File: src/rtl/ahb_lite_sdp_bridge.sv
// ahb_lite_sdp_bridge
//   AHB-Lite slave in front of a simple-dual-port block RAM with a read
//   latency of 1 or 2 clocks. Writes are zero-wait and use byte enables.
//   Reads get wait states for a 2-clock RAM. A read of the word that is being
//   written in the same cycle is handled in one of two ways. Oversized
//   transfers get a two-cycle ERROR response.
//
//   Build option AHB_SDP_BYPASS_EN:
//     defined   - the colliding write data is captured and merged into the read
//                 data, so the read costs no extra wait state.
//     undefined - the read is reissued to the RAM (REREAD), so it costs exactly
//                 one extra wait state.
module ahb_lite_sdp_bridge #(
  parameter int HADDR_WIDTH = 17,
  parameter int HDATA_WIDTH = 32,
  parameter int RD_LATENCY  = 1,
  parameter int BADDR_WIDTH = $clog2(HDATA_WIDTH/8),
  parameter int MADDR_WIDTH = HADDR_WIDTH - BADDR_WIDTH
) (
  input  logic                     HCLK,
  input  logic                     HRESETn,
  input  logic [HADDR_WIDTH-1:0]   HADDR,
  input  logic [1:0]               HTRANS,
  input  logic [2:0]               HSIZE,
  input  logic                     HWRITE,
  input  logic [HDATA_WIDTH-1:0]   HWDATA,
  input  logic                     HSEL,
  input  logic                     HREADY,
  output logic [HDATA_WIDTH-1:0]   HRDATA,
  output logic                     HREADYOUT,
  output logic                     HRESP,
  output logic [MADDR_WIDTH-1:0]   wa,
  output logic                     we,
  output logic [HDATA_WIDTH/8-1:0] wbe,
  output logic [HDATA_WIDTH-1:0]   wd,
  output logic [MADDR_WIDTH-1:0]   ra,
  output logic                     re,
  input  logic [HDATA_WIDTH-1:0]   rd
);

  localparam int NBYTES = HDATA_WIDTH / 8;

  typedef enum logic [2:0] {
    S_IDLE, S_DATA, S_WAIT, S_REREAD, S_ERR1, S_ERR2
  } state_t;

  state_t                   r_state;
  logic                     r_we;
  logic [NBYTES-1:0]        r_wbe;
  logic [MADDR_WIDTH-1:0]   r_wa;
  logic                     r_hreadyout;
  logic                     r_hresp;
  logic                     r_rd;        // current data phase is a read
  logic [MADDR_WIDTH-1:0]   r_ra_hold;   // word address of the read in flight
`ifdef AHB_SDP_BYPASS_EN
  logic [HDATA_WIDTH-1:0]   r_bp_wd;
  logic [NBYTES-1:0]        r_bp_wbe;
`endif

  logic                     w_req;
  logic                     w_acc;
  logic                     w_size_err;
  logic                     w_coll;
  logic [MADDR_WIDTH-1:0]   w_word;
  logic [NBYTES-1:0]        w_wbe;
  logic [HDATA_WIDTH-1:0]   w_rdata;
  logic                     w_unused;

  // Byte lanes covered by a transfer of the given size, aligned down to size
  function automatic logic [NBYTES-1:0] f_wbe(input logic [2:0] size,
                                              input logic [BADDR_WIDTH-1:0] off);
    logic [NBYTES-1:0] m;
    int nb;
    int lo;
    nb = 1 << size;
    lo = int'(off) & ~(nb - 1);
    for (int i = 0; i < NBYTES; i++) m[i] = (i >= lo) && (i < lo + nb);
    return m;
  endfunction

  assign w_unused   = HTRANS[0];
  assign w_req      = HSEL & HREADY & HTRANS[1];
  // Accept only while our own data phase is not stalling the bus
  assign w_acc      = w_req & r_hreadyout;
  assign w_size_err = (8 << HSIZE) > HDATA_WIDTH;
  assign w_word     = HADDR[HADDR_WIDTH-1:BADDR_WIDTH];
  assign w_wbe      = f_wbe(HSIZE, HADDR[BADDR_WIDTH-1:0]);
  // Read address phase on the word whose write is committing this cycle
  assign w_coll     = w_acc & ~HWRITE & ~w_size_err & r_we & (w_word == r_wa);

  assign wa        = r_wa;
  assign we        = r_we;
  assign wbe       = r_wbe;
  assign wd        = HWDATA;
  assign ra        = (r_state == S_REREAD) ? r_ra_hold : w_word;
  assign re        = (w_acc & ~HWRITE & ~w_size_err) | (r_state == S_REREAD);
  assign HREADYOUT = r_hreadyout;
  assign HRESP     = r_hresp;

`ifdef AHB_SDP_BYPASS_EN
  // Overlay the captured write bytes onto the stale RAM data
  always_comb begin
    w_rdata = rd;
    for (int i = 0; i < NBYTES; i++)
      if (r_bp_wbe[i]) w_rdata[8*i +: 8] = r_bp_wd[8*i +: 8];
  end
`else
  assign w_rdata = rd;
`endif

  assign HRDATA = (r_state == S_DATA && r_rd) ? w_rdata : '0;

  // Transfer FSM with registered bus response and RAM write controls
  always_ff @(posedge HCLK or negedge HRESETn) begin
    if (!HRESETn) begin
      r_state     <= S_IDLE;
      r_we        <= 1'b0;
      r_wbe       <= '0;
      r_wa        <= '0;
      r_hreadyout <= 1'b1;
      r_hresp     <= 1'b0;
      r_rd        <= 1'b0;
      r_ra_hold   <= '0;
`ifdef AHB_SDP_BYPASS_EN
      r_bp_wd     <= '0;
      r_bp_wbe    <= '0;
`endif
    end else begin
      case (r_state)
        S_WAIT: begin
          r_state     <= S_DATA;
          r_hreadyout <= 1'b1;
        end
        S_REREAD: begin
          if (RD_LATENCY == 2) begin
            r_state <= S_WAIT;
          end else begin
            r_state     <= S_DATA;
            r_hreadyout <= 1'b1;
          end
        end
        S_ERR1: begin
          r_state     <= S_ERR2;
          r_hreadyout <= 1'b1;
          r_hresp     <= 1'b1;
        end
        default: begin
          // IDLE, DATA and ERR2 can all take a new address phase
          r_state     <= S_IDLE;
          r_we        <= 1'b0;
          r_rd        <= 1'b0;
          r_hreadyout <= 1'b1;
          r_hresp     <= 1'b0;
          if (w_acc) begin
            if (w_size_err) begin
              r_state     <= S_ERR1;
              r_hreadyout <= 1'b0;
              r_hresp     <= 1'b1;
            end else if (HWRITE) begin
              r_state <= S_DATA;
              r_we    <= 1'b1;
              r_wa    <= w_word;
              r_wbe   <= w_wbe;
            end else begin
              r_rd      <= 1'b1;
              r_ra_hold <= w_word;
`ifdef AHB_SDP_BYPASS_EN
              r_bp_wbe <= w_coll ? r_wbe : '0;
              if (w_coll) r_bp_wd <= HWDATA;
              r_state     <= (RD_LATENCY == 2) ? S_WAIT : S_DATA;
              r_hreadyout <= (RD_LATENCY != 2);
`else
              if (w_coll) begin
                r_state     <= S_REREAD;
                r_hreadyout <= 1'b0;
              end else begin
                r_state     <= (RD_LATENCY == 2) ? S_WAIT : S_DATA;
                r_hreadyout <= (RD_LATENCY != 2);
              end
`endif
            end
          end
        end
      endcase
    end
  end

endmodule

File: config.mk
export PLATFORM = sky130hd
export DESIGN_NAME = ahb_lite_sdp_bridge
export DESIGN_NICKNAME = d
export VERILOG_FILES = /design/src/rtl/ahb_lite_sdp_bridge.sv
export SDC_FILE = /design/constraint.sdc
export NUM_CORES = 1
export LEC_CHECK = 0
export BUFFER_PORTS_ARGS = -buffer_cell sky130_fd_sc_hd__buf_4
export CORE_ASPECT_RATIO = 0.6
export CORE_MARGIN = 2
export CORE_UTILIZATION = 30
export DETAILED_ROUTE_END_ITERATION = 8
export HOLD_SLACK_MARGIN = 0.05
export PLACE_DENSITY = 0.61
export SYNTH_ARGS = -nofsm -noshare
export SYNTH_HDL_FRONTEND = slang
export SYNTH_SLANG_ARGS = --single-unit
export TNS_END_PERCENT = 20
File: constraint.sdc
create_clock -name HCLK -period 5.12 [get_ports HCLK]
set_input_delay 0.768 -clock HCLK [delete_from_list [all_inputs] [get_ports HCLK]]
set_output_delay 0.768 -clock HCLK [all_outputs]
set_load 0.05 [all_outputs]
Yosys cells after proc, flatten, opt, wreduce, memory -nomap -nowiden
Index checks and enable logic that the tools add are counted.
Widths: inputs -> output; s select.
{"block": "totals", "elab_cells": 69, "output_inout_bits": 102, "ff_bits": 41}
{"block": "op_classes", "n_eq_ne": 5, "shifts": 2, "magnitude_cmp": 9, "n_bitwise": 13, "n_addsub": 2, "n_reduce_logical": 9, "n_mux": 21}
{"op": "$ge 3x32->1 const A", "count": 2}
{"op": "$lt 3x32->1 const A", "count": 2}
{"op": "$add 32x32->32", "count": 1}
{"op": "$and 3x32->32", "count": 1}
{"op": "$ge 1x32->1 const A", "count": 1}
{"op": "$ge 2x32->1 const A", "count": 1}
{"op": "$gt 32x7->1 const B", "count": 1}
{"op": "$lt 1x32->1 const A", "count": 1}
{"op": "$lt 2x32->1 const A", "count": 1}
{"op": "$mux 32", "count": 1}
{"op": "$not 32->32", "count": 1}
{"op": "$shl 1x3->32 const A", "count": 1}
{"op": "$shl 4x3->32 const A", "count": 1}
{"op": "$sub 32x2->32 const B", "count": 1}
{"op": "$eq 15x15->1", "count": 1}
{"op": "$mux 15", "count": 1}
{"op": "$mux 1", "count": 13}
{"op": "$reduce_and 4->1", "count": 2}
{"op": "$and 1x1->1", "count": 7}
{"op": "$eq 3x2->1 const B", "count": 2}
{"op": "$mux 3", "count": 2}
{"op": "$pmux 3 s2", "count": 1}
{"op": "$logic_and 1x1->1", "count": 5}
{"op": "$mux 2", "count": 2}
{"op": "other kinds (7)", "count": 9}

Depth between registers and ports, before layout
Gate-level depths: netlist of run 1.
{"block": "logic_depth", "depth_word": 12, "depth_mapped": 8, "depth_no_buf": 7}

Worst setup path after synthesis of run 1
OpenSTA, ideal clock, no wires.
{"block": "synth_path", "path_kind": "input-to-output", "startpoint": "in HSIZE[0]", "endpoint": "out re", "path_slack_ps": 2047, "n_path_buf": 1, "t_arrival_ps": 2305, "stages": 4, "path_cell_list": "buf_2 a21oi_4 nand2b_4 o21ai_0"}
{"block": "synth_between", "elab_chain_len": 5}
{"item": "start, declared", "line": "24", "rtl": "input logic [2:0] HSIZE,"}
{"item": "$shl 4x3->32", "line": "85", "rtl": "assign w_size_err = (8 << HSIZE) > HDATA_WIDTH;"}
{"item": "$gt 32x7->1", "line": "85"}
{"item": "$not 1->1 (no line)"}
{"item": "$and 1x1->1", "line": "96", "rtl": "assign re = (w_acc & ~HWRITE & ~w_size_err) | (r_state == S_REREAD);"}
{"item": "$or 1x1->1", "line": "96"}
{"item": "end, declared", "line": "37", "rtl": "output logic re,"}
Every way passes these cells.

Final worst setup path of run 1
{"block": "layout_path", "startpoint": "reg r_state[1]", "endpoint": "out ra[5]"}
{"block": "layout_between", "elab_chain_len": 2}
{"item": "start, declared", "line": "47", "rtl": "state_t r_state;"}
{"item": "start signal, assigned", "line": "177", "rtl": "r_state <= (RD_LATENCY == 2) ? S_WAIT : S_DATA;"}
{"item": "$eq 3x2->1", "line": "95", "rtl": "assign ra = (r_state == S_REREAD) ? r_ra_hold : w_word;"}
{"item": "$mux 15", "line": "95"}
{"item": "end, declared", "line": "36", "rtl": "output logic [MADDR_WIDTH-1:0] ra,"}
Every way passes these cells.

==> flow_metrics.env, run 1 <==
export IMPL_status="completed"
export IMPL_cp_slowest_stage_delay_ns=0.54
export IMPL_critPathKind="reg2out"
export IMPL_clock_latency_ns=0.28
export IMPL_cts_buffers=5
export IMPL_design_core_area_sq_um=8520
export IMPL_clock_fmax_mhz=335
export IMPL_holdWs_ns=0.471
export IMPL_netlist_top_cell_by_area="dfrtp_1"
export IMPL_synthTopCellsByArea="dfrtp_1 38%, mux2_2 12%, mux2_4 10%, buf_4 9.4%, and2_1 7.8%"
export IMPL_yosys_warnings=0
export IMPL_max_cap_violations=0
export IMPL_avgSynthCellArea_sq_um=11.4
export IMPL_synthTopCellsByCount="40 x dfrtp_1, 33 x and2_1, 33 x buf_4"
export IMPL_grtUsageTotal_pct=13.2
export IMPL_drive_gt1_share_pct=57.4
export IMPL_worst_slack_ns=2.14
export IMPL_end_kind="primary output"
export IMPL_post_cts_buffers=0
export IMPL_die_height_um=76.5
export IMPL_hold_violations=0
export IMPL_crit_required_ns=4.35
export IMPL_cp_slowest_cell="nand2_1"
export IMPL_drc=0
export IMPL_cts_root_buf="clkbuf_16"
export IMPL_post_drt_wl_per_cell_um=14.4
export IMPL_slew_headroom_pct=39.2
export IMPL_htree_num_levels=2
export IMPL_area_growth_pct=37.3
export IMPL_synth_edff_count=0
export IMPL_initial_core_util_pct=30.9
export IMPL_synth_most_common_cell="dfrtp_1"
export IMPL_grt_pass1_wl_um=10300
export IMPL_dpl_cell_area_sq_um=3430
export IMPL_io_pins=193
export IMPL_synth_cell_types=37
export IMPL_tns_ns=0
export IMPL_dr_pass1_iters=4
export IMPL_dieArea_sq_um=9560
export IMPL_power_density_nw_per_um2=412
export IMPL_setup_viol=0
export IMPL_skew_ns=0.00247
export IMPL_drtIter0Drc=38
export IMPL_cts_tree="done"
export IMPL_power_leakage_nw=1.80
export IMPL_clockBufferDepth=2
export IMPL_r2r_end="r_ra_hold[10]$_DFFE_PN0P_"
export IMPL_rsz0062_at_grt="no"
export IMPL_r2r_start="HREADYOUT$_DFF_PN1_"
export IMPL_rrSetupSlack_ns=2.84
export IMPL_grt_pass1_vias=1960
export IMPL_holdBufCountCts=0
export IMPL_ys_ff_latch=41
export IMPL_grt_ovfl_total=0
export IMPL_yosysSeqAreaShare_pct=39.0
export IMPL_reg2regPathDepth=4
export IMPL_ctsResizeCount=0
export IMPL_async_flop_share_pct=100
export IMPL_start_kind="flip-flop"
export IMPL_period_needed_ns=2.98
export IMPL_antenna_found_initial=0
export IMPL_ir_worst_vdd_mv=0.227
export IMPL_final_cells=436
export IMPL_grt_max_degree=42
export IMPL_crit_fanout=16
export IMPL_rows=26
export IMPL_gp_congestion=0.699
export IMPL_dpl_hpwl_um=4770
export IMPL_clk_pin_slew_ns=0.06
export IMPL_syn_nets=322
export IMPL_synth_area_sq_um=2630
export IMPL_drt_total_wl_um=6270
export IMPL_ys_flop_type="dfrtp_1"
export IMPL_finalMaxSlewViolations=0
export IMPL_drt_vias_per_instance=4.54
export IMPL_power_mw=1.49
export IMPL_fp_dieW_um=125
export IMPL_path_cells="nor2b_1 -> nand2_1 -> mux2_2 -> buf_4"
export IMPL_fin_crit_sh_pct=58.2
export IMPL_synth_top_area_share_pct=38.0
export IMPL_tightest_slew_ns=0.909
export IMPL_via_count=1979
export IMPL_min_delay_path_class="in2async"
export IMPL_preCtsSetupSlack_ns=2.43
export IMPL_ant_nets=0
export IMPL_place_inst=428
export IMPL_port_buffers=127
export IMPL_syn_inst=230
export IMPL_crit_arrival_ns=2.21
export IMPL_finalInstanceArea_sq_um=3610
export IMPL_final_util_pct=42.4
export IMPL_diodes=0
export IMPL_cts_sinks=41
export IMPL_layout_nets=415
==> worst max-delay path by stage <==
stage                 endpoint                  from
floorplan                   re              HSIZE[0]
detailed placement  HRDATA[16]  r_state[2]$_DFF_PN0_
global placement         ra[5]  r_state[1]$_DFF_PN0_
finish                   ra[5]  r_state[1]$_DFF_PN0_
CTS                 HRDATA[16]  r_state[2]$_DFF_PN0_
global route             ra[5]  r_state[1]$_DFF_PN0_
==> layout make-up <==
cell class	count	area, sq um
fill	819	4910
timing repair buffer	127	953
sequential	41	1030
multi-input combinational	146	1310
tap	112	140
inverter	2	7.51
clock buffer	7	143
clock inverter	1	30.0
==> flip-flops by register name, indices dropped and copies added, names as in the netlist <==
register,cells
HREADYOUT,1
r_ra_hold,15
HRESP,1
wa,15
we,1
wbe,4
r_state,3
r_rd,1
==> layout by cell type, fill, tap and decap left out, types with 2 or more instances in the layout <==
cell / synthesis / routed
and2_1: 33 / 33
mux2_2: 27 / 27
nor2_1: 4 / 4
dfrtp_1: 40 / 40
nor3_4: 1 / 2
nand2_1: 5 / 5
nor3_1: 4 / 3
o21bai_1: 2 / 2
mux2_1: 3 / 3
clkbuf_16: 0 / 5
xnor2_1: 16 / 16
nand2b_1: 3 / 3
nand4_1: 5 / 5
o21ai_0: 3 / 3
a2bb2oi_1: 2 / 2
buf_4: 33 / 127
mux2_4: 18 / 18
o31ai_1: 3 / 3
a21oi_1: 2 / 2
inv_1: 2 / 2
nor3b_1: 2 / 2
==> report_power, final <==
part | total (mW) | leakage (nW) | switching [mW] | internal (mW)
sequential | 0.513 | 0.520 | 0.0829 | 0.430
clock | 0.361 | 0.0841 | 0.118 | 0.243
combinational | 0.614 | 1.20 | 0.355 | 0.259
==> cells by family (layout without fill, tap and decap cells) <==
family | Yosys count | count (layout) | share of synthesized area (%)
xor+xnor | 16 | 16 | 5.33
buf+inv | 43 | 137 | 11.5
fa+ha+maj | 1 | 1 | 0.475
compound gates | 18 | 18 | 5.47
flops | 41 | 41 | 39.0
mux | 48 | 48 | 23.1
simple gates | 63 | 63 | 15.1
==> routing by layer <==
layer | vias to the layer above | share of wire (%) | routed length (um) | GRT usage, %
met5 | - | 0 | 0 | 0
met4 | 0 | 0.37 | 23 | 2.67
met3 | 5 | 9.3 | 584 | 6.11
met2 | 93 | 45 | 2830 | 20.6
met1 | 930 | 45 | 2830 | 17.0
li1 | 951 | - | - | -
==> critical path: cells and delay by family (launching register included) <==
family | cells | cell delay, ns
multiplexers | 1 | 0.49
buffers and inverters | 1 | 0.19
flip-flops | 1 | 0.45
AND/OR/NAND/NOR | 2 | 0.81
Note: power is estimated with default switching activity, not from simulation.
==> inputs of run 2 (changes only) <==
==> constraint.sdc (replaced) <==
create_clock -name HCLK -period 2.9 [get_ports HCLK]
set_input_delay 0.435 -clock HCLK [delete_from_list [all_inputs] [get_ports HCLK]]
set_output_delay 0.435 -clock HCLK [all_outputs]
set_load 0.05 [all_outputs]
==> run 2 against run 1 <==
Compared with the run above: final area rose by 0.24%; register-to-register slack got worse by 2.0 ns; sequential share of layout area fell by 0.069 points; non-clock buffer count rose by 2; clock skew barely moved; worst setup slack got worse by 1.8 ns; total power rose by 77%; critical path type unchanged; critical endpoint is now ra[14]; largest power group unchanged.
==> flow_metrics.env, run 2 (same netlist as run 1, synthesis figures left out) <==
export IMPL_dpl_cell_area_sq_um=3450
export IMPL_cts_root_buf="clkbuf_16"
export IMPL_cp_top_family="simple AND/OR/NAND/NOR gates"
export IMPL_dr_pass1_iters=6
export IMPL_grtUsageTotal_pct=12.7
export IMPL_drtIter0Drc=83
export IMPL_port_buffers=127
export IMPL_rsz0062_at_grt="no"
export IMPL_crit_required_ns=2.47
export IMPL_crit_fanout=16
export IMPL_post_cts_buffers=0
export IMPL_via_count=1975
export IMPL_drt_total_wl_um=6230
export IMPL_cts_tree="done"
export IMPL_start_kind="flip-flop"
export IMPL_antenna_found_initial=0
export IMPL_fp_dieW_um=125
export IMPL_status="completed"
export IMPL_grt_max_degree=42
export IMPL_cp_slowest_cell="nand2_1"
export IMPL_clock_fmax_mhz=385
export IMPL_place_inst=430
export IMPL_holdBufCountCts=0
export IMPL_drive_gt1_share_pct=57.7
export IMPL_post_drt_wl_per_cell_um=14.2
export IMPL_die_height_um=76.5
export IMPL_io_pins=193
export IMPL_design_core_area_sq_um=8520
export IMPL_area_growth_pct=37.7
export IMPL_gp_congestion=0.725
export IMPL_clock_latency_ns=0.28
export IMPL_initial_core_util_pct=30.9
export IMPL_final_cells=438
export IMPL_htree_num_levels=2
export IMPL_crit_arrival_ns=2.16
export IMPL_cts_sinks=41
export IMPL_max_cap_violations=0
export IMPL_grt_pass1_wl_um=9890
export IMPL_rows=26
export IMPL_power_mw=2.63
export IMPL_critPathKind="reg2out"
export IMPL_setup_viol=0
export IMPL_tns_ns=0
export IMPL_finalInstanceArea_sq_um=3620
export IMPL_grt_pass1_vias=1928
export IMPL_cp_slowest_stage_delay_ns=0.53
export IMPL_layout_common_cells="129 x buf_4, 40 x dfrtp_1, 33 x and2_1"
export IMPL_dpl_hpwl_um=4700
export IMPL_period_needed_ns=2.60
export IMPL_cts_buffers=5
export IMPL_diodes=0
export IMPL_grt_ovfl_total=0
export IMPL_worst_path_buf_inv=1
export IMPL_path_cells="nor2b_1 -> nand2_1 -> mux2_2 -> buf_4"
export IMPL_ir_worst_vdd_mv=0.307
export IMPL_clockBufferDepth=2
export IMPL_dieArea_sq_um=9560
export IMPL_fin_crit_sh_pct=89.6
export IMPL_skew_ns=0.00284
export IMPL_clk_pin_slew_ns=0.06
export IMPL_ant_nets=0
export IMPL_power_leakage_nw=1.82
export IMPL_fillers=839
export IMPL_ctsResizeCount=0
export IMPL_hold_violations=0
export IMPL_drc=0
export IMPL_drt_vias_per_instance=4.51
export IMPL_layout_nets=417
export IMPL_power_density_nw_per_um2=726
export IMPL_min_delay_path_class="in2async"
export IMPL_final_common_cell="buf_4"
export IMPL_slew_headroom_pct=44.9
export IMPL_end_kind="primary output"
export IMPL_tightest_slew_ns=0.824
export IMPL_finalMaxSlewViolations=0
-- run 2: cell type report --
class / count / area [sq um] / area share (%)
Multi-Input combinational cell: 146 / 1310 / 36.1
Tap cell: 112 / 140 / 3.87
Sequential cell: 41 / 1030 / 28.4
Clock inverter: 1 / 30.0 / 0.829
Clock buffer: 7 / 143 / 3.94
Timing Repair Buffer: 129 / 968 / 26.7
Inverter: 2 / 7.51 / 0.207
-- run 2: path summary, 6_finish.rpt --
| check | endpoint | slack [ns] | startpoint | depth (start not counted) |
|---|---|---|---|---|
| hold / removal | r_ra_hold[9]$_DFFE_PN0P_ | 0.13 | HRESETn | 1 |
| setup reg to reg | wa[13]$_DFFE_PN0P_ | 0.86 | HREADYOUT$_DFF_PN1_ | 4 |
| min in group HCLK | r_ra_hold[13]$_DFFE_PN0P_ | 0.41 | HADDR[15] | 2 |
| hold reg to reg | r_rd$_DFFE_PN0N_ | 0.48 | r_rd$_DFFE_PN0N_ | 1 |
| max in group asynchronous | HREADYOUT$_DFF_PN1_ | 2.38 | HRESETn | 1 |
| setup / recovery | ra[14] | 0.30 | r_state[1]$_DFF_PN0_ | 4 |
-- run 2: per-stage QoR --
step	worst slack, ns	utilization [%]	hold WS, ns
floorplan	0.251	-	0.139
global route	0.160	42.5	0.175
detailed placement	0.584	40.5	0.459
finish	0.300	42.5	0.133
global placement	0.609	40.5	0.456
CTS	0.288	42.5	0.161
-- run 2: where the power goes --
part           internal, mW  leakage (nW)  total, mW  switching [mW]
Combinational         0.457          1.21       1.08           0.626
Sequential            0.759         0.520      0.903           0.143
Clock                 0.430        0.0841      0.644           0.214
Total                  1.65          1.82       2.63           0.984
-- run 2: metal layers --
layer	share of wire (%)	up-vias	wire length [um]	GRT usage, %
li1	-	946	-	-
met1	46	933	2890	17.1
met2	44	94	2730	19.6
met3	9.5	2	594	5.27
met4	0.16	0	10	2.00
met5	0	-	0	0
==> inputs of run 3 (changes only) <==
==> constraint.sdc (replaced) <==
create_clock -name HCLK -period 3 [get_ports HCLK]
set_input_delay 0.45 -clock HCLK [delete_from_list [all_inputs] [get_ports HCLK]]
set_output_delay 0.45 -clock HCLK [all_outputs]
set_load 0.05 [all_outputs]
==> run 3 against run 2 <==
Compared with the run above: register-to-register slack improved by 0.10 ns; total power fell by 0.70%; combinational power barely moved; core utilization rose by 0.21 points; critical path type unchanged; largest power group unchanged.
==> flow_metrics.env, run 3 (same netlist as run 1, synthesis figures left out) <==
export IMPL_ant_nets=0
export IMPL_hold_violations=0
export IMPL_grt_pass1_wl_um=10200
export IMPL_dieArea_sq_um=9560
export IMPL_period_needed_ns=2.57
export IMPL_cts_buffers=5
export IMPL_start_kind="flip-flop"
export IMPL_drive_gt1_share_pct=58.0
export IMPL_status="completed"
export IMPL_io_pins=193
export IMPL_rows=26
export IMPL_clock_latency_ns=0.28
export IMPL_cp_slowest_stage_delay_ns=0.51
export IMPL_cp_top_family="simple AND/OR/NAND/NOR gates"
export IMPL_slew_headroom_pct=47.9
export IMPL_p_int_mw=1.65
export IMPL_antenna_found_initial=0
export IMPL_cp_slowest_cell="nand2_1"
export IMPL_grtUsageTotal_pct=13.1
export IMPL_post_drt_wl_per_cell_um=14.3
export IMPL_critPathKind="reg2out"
export IMPL_power_leakage_nw=1.83
export IMPL_clk_pin_slew_ns=0.06
export IMPL_drc=0
export IMPL_ctsResizeCount=0
export IMPL_power_switching_uw=961
export IMPL_layout_common_cells="129 x buf_4, 40 x dfrtp_1, 33 x and2_1"
export IMPL_ir_worst_vdd_mv=0.315
export IMPL_end_kind="primary output"
export IMPL_path_cells="nor2b_1 -> nand2_1 -> mux2_2 -> buf_4"
export IMPL_tightest_slew_ns=0.780
export IMPL_die_height_um=76.5
export IMPL_fin_crit_sh_pct=85.8
export IMPL_area_growth_pct=38.3
export IMPL_diodes=0
export IMPL_initial_core_util_pct=30.9
export IMPL_drt_vias_per_instance=4.55
export IMPL_skew_ns=0.00487
export IMPL_power_density_nw_per_um2=718
export IMPL_design_core_area_sq_um=8520
export IMPL_worst_path_buf_inv=1
export IMPL_drt_total_wl_um=6280
export IMPL_crit_required_ns=2.55
export IMPL_setup_viol=0
export IMPL_final_common_cell="buf_4"
export IMPL_holdBufCountCts=0
export IMPL_cts_sinks=41
export IMPL_crit_fanout=16
export IMPL_dr_pass1_iters=4
export IMPL_seqPwrFrac_pct=33.4
export IMPL_drtIter0Drc=60
export IMPL_dpl_hpwl_um=4760
export IMPL_fp_dieW_um=125
export IMPL_via_count=1992
export IMPL_htree_num_levels=2
export IMPL_clockBufferDepth=2
export IMPL_crit_arrival_ns=2.12
export IMPL_gp_congestion=0.727
export IMPL_final_util_pct=42.7
export IMPL_tns_ns=0
export IMPL_clock_fmax_mhz=389
export IMPL_finalMaxSlewViolations=0
export IMPL_cts_tree="done"
export IMPL_port_buffers=127
export IMPL_grt_max_degree=42
export IMPL_grt_pass1_vias=1968
export IMPL_rsz0062_at_grt="no"
export IMPL_max_cap_violations=0
export IMPL_pwr_share_comb_pct=40.2
export IMPL_p_clk_share_pct=26.4
export IMPL_netSwitchingFraction_pct=36.8
export IMPL_cts_root_buf="clkbuf_16"
export IMPL_min_delay_path_class="in2async"
export IMPL_grt_ovfl_total=0
export IMPL_post_cts_buffers=0
export IMPL_layout_nets=417
-- run 3: final timing paths --
check                                            end            startpoint  slack (ns)  cells after the start
max reg2reg                        wa[3]$_DFFE_PN0P_   HREADYOUT$_DFF_PN1_        0.96                      4
max                                           ra[14]  r_state[1]$_DFF_PN0_        0.43                      4
min in group HCLK          r_ra_hold[13]$_DFFE_PN0P_             HADDR[15]        0.42                      2
min reg2reg                         r_rd$_DFFE_PN0N_      r_rd$_DFFE_PN0N_        0.48                      1
max in group asynchronous        HREADYOUT$_DFF_PN1_               HRESETn        2.47                      1
min                                wa[9]$_DFFE_PN0P_               HRESETn        0.14                      1
-- run 3: power by group through the flow --
| stage | sequential [mW] | clock (mW) | combinational, mW |
|---|---|---|---|
| after floorplan | 1.20 | 0 | 0.505 |
| after global routing | 0.902 | 0.736 | 1.11 |
| final | 0.873 | 0.690 | 1.05 |
| after detailed placement | 0.881 | 0 | 1.06 |
| after global placement | 0.876 | 0 | 1.05 |
| after CTS | 0.875 | 0.708 | 1.06 |
-- run 3: per-stage QoR --
| step | setup slack [ns] | cell area (sq um) | std cells | power (mW) | hold slack, ns |
|---|---|---|---|---|---|
| 6_report | 0.426 | 3640 | 438 | 2.61 | 0.143 |
| 5_1_grt | 0.276 | 3640 | 438 | 2.75 | 0.187 |
| 4_1_cts | 0.373 | 3640 | 438 | 2.65 | 0.172 |
| 3_5_place_dp | 0.673 | 3450 | 430 | 1.94 | 0.471 |
| 3_3_place_gp | 0.697 | 3450 | 430 | 1.92 | 0.465 |
| 2_1_floorplan | 0.336 | 2630 | 230 | 1.70 | 0.154 |
-- run 3: per-layer routing --
metal,routed length (um),GRT usage (%)
met1,2870,17.2
met2,2770,20.2
met3,591,5.41
met4,43,3.00
met5,0,0
-- run 3: final cells by class --
type | count | area (sq um)
Multi-Input combinational cell | 146 | 1310
Sequential cell | 41 | 1030
Clock buffer | 5 | 125
Timing Repair Buffer | 129 | 968
Inverter | 2 | 7.51
Clock inverter | 3 | 65.1
Fill cell | 827 | 4880
Tap cell | 112 | 140
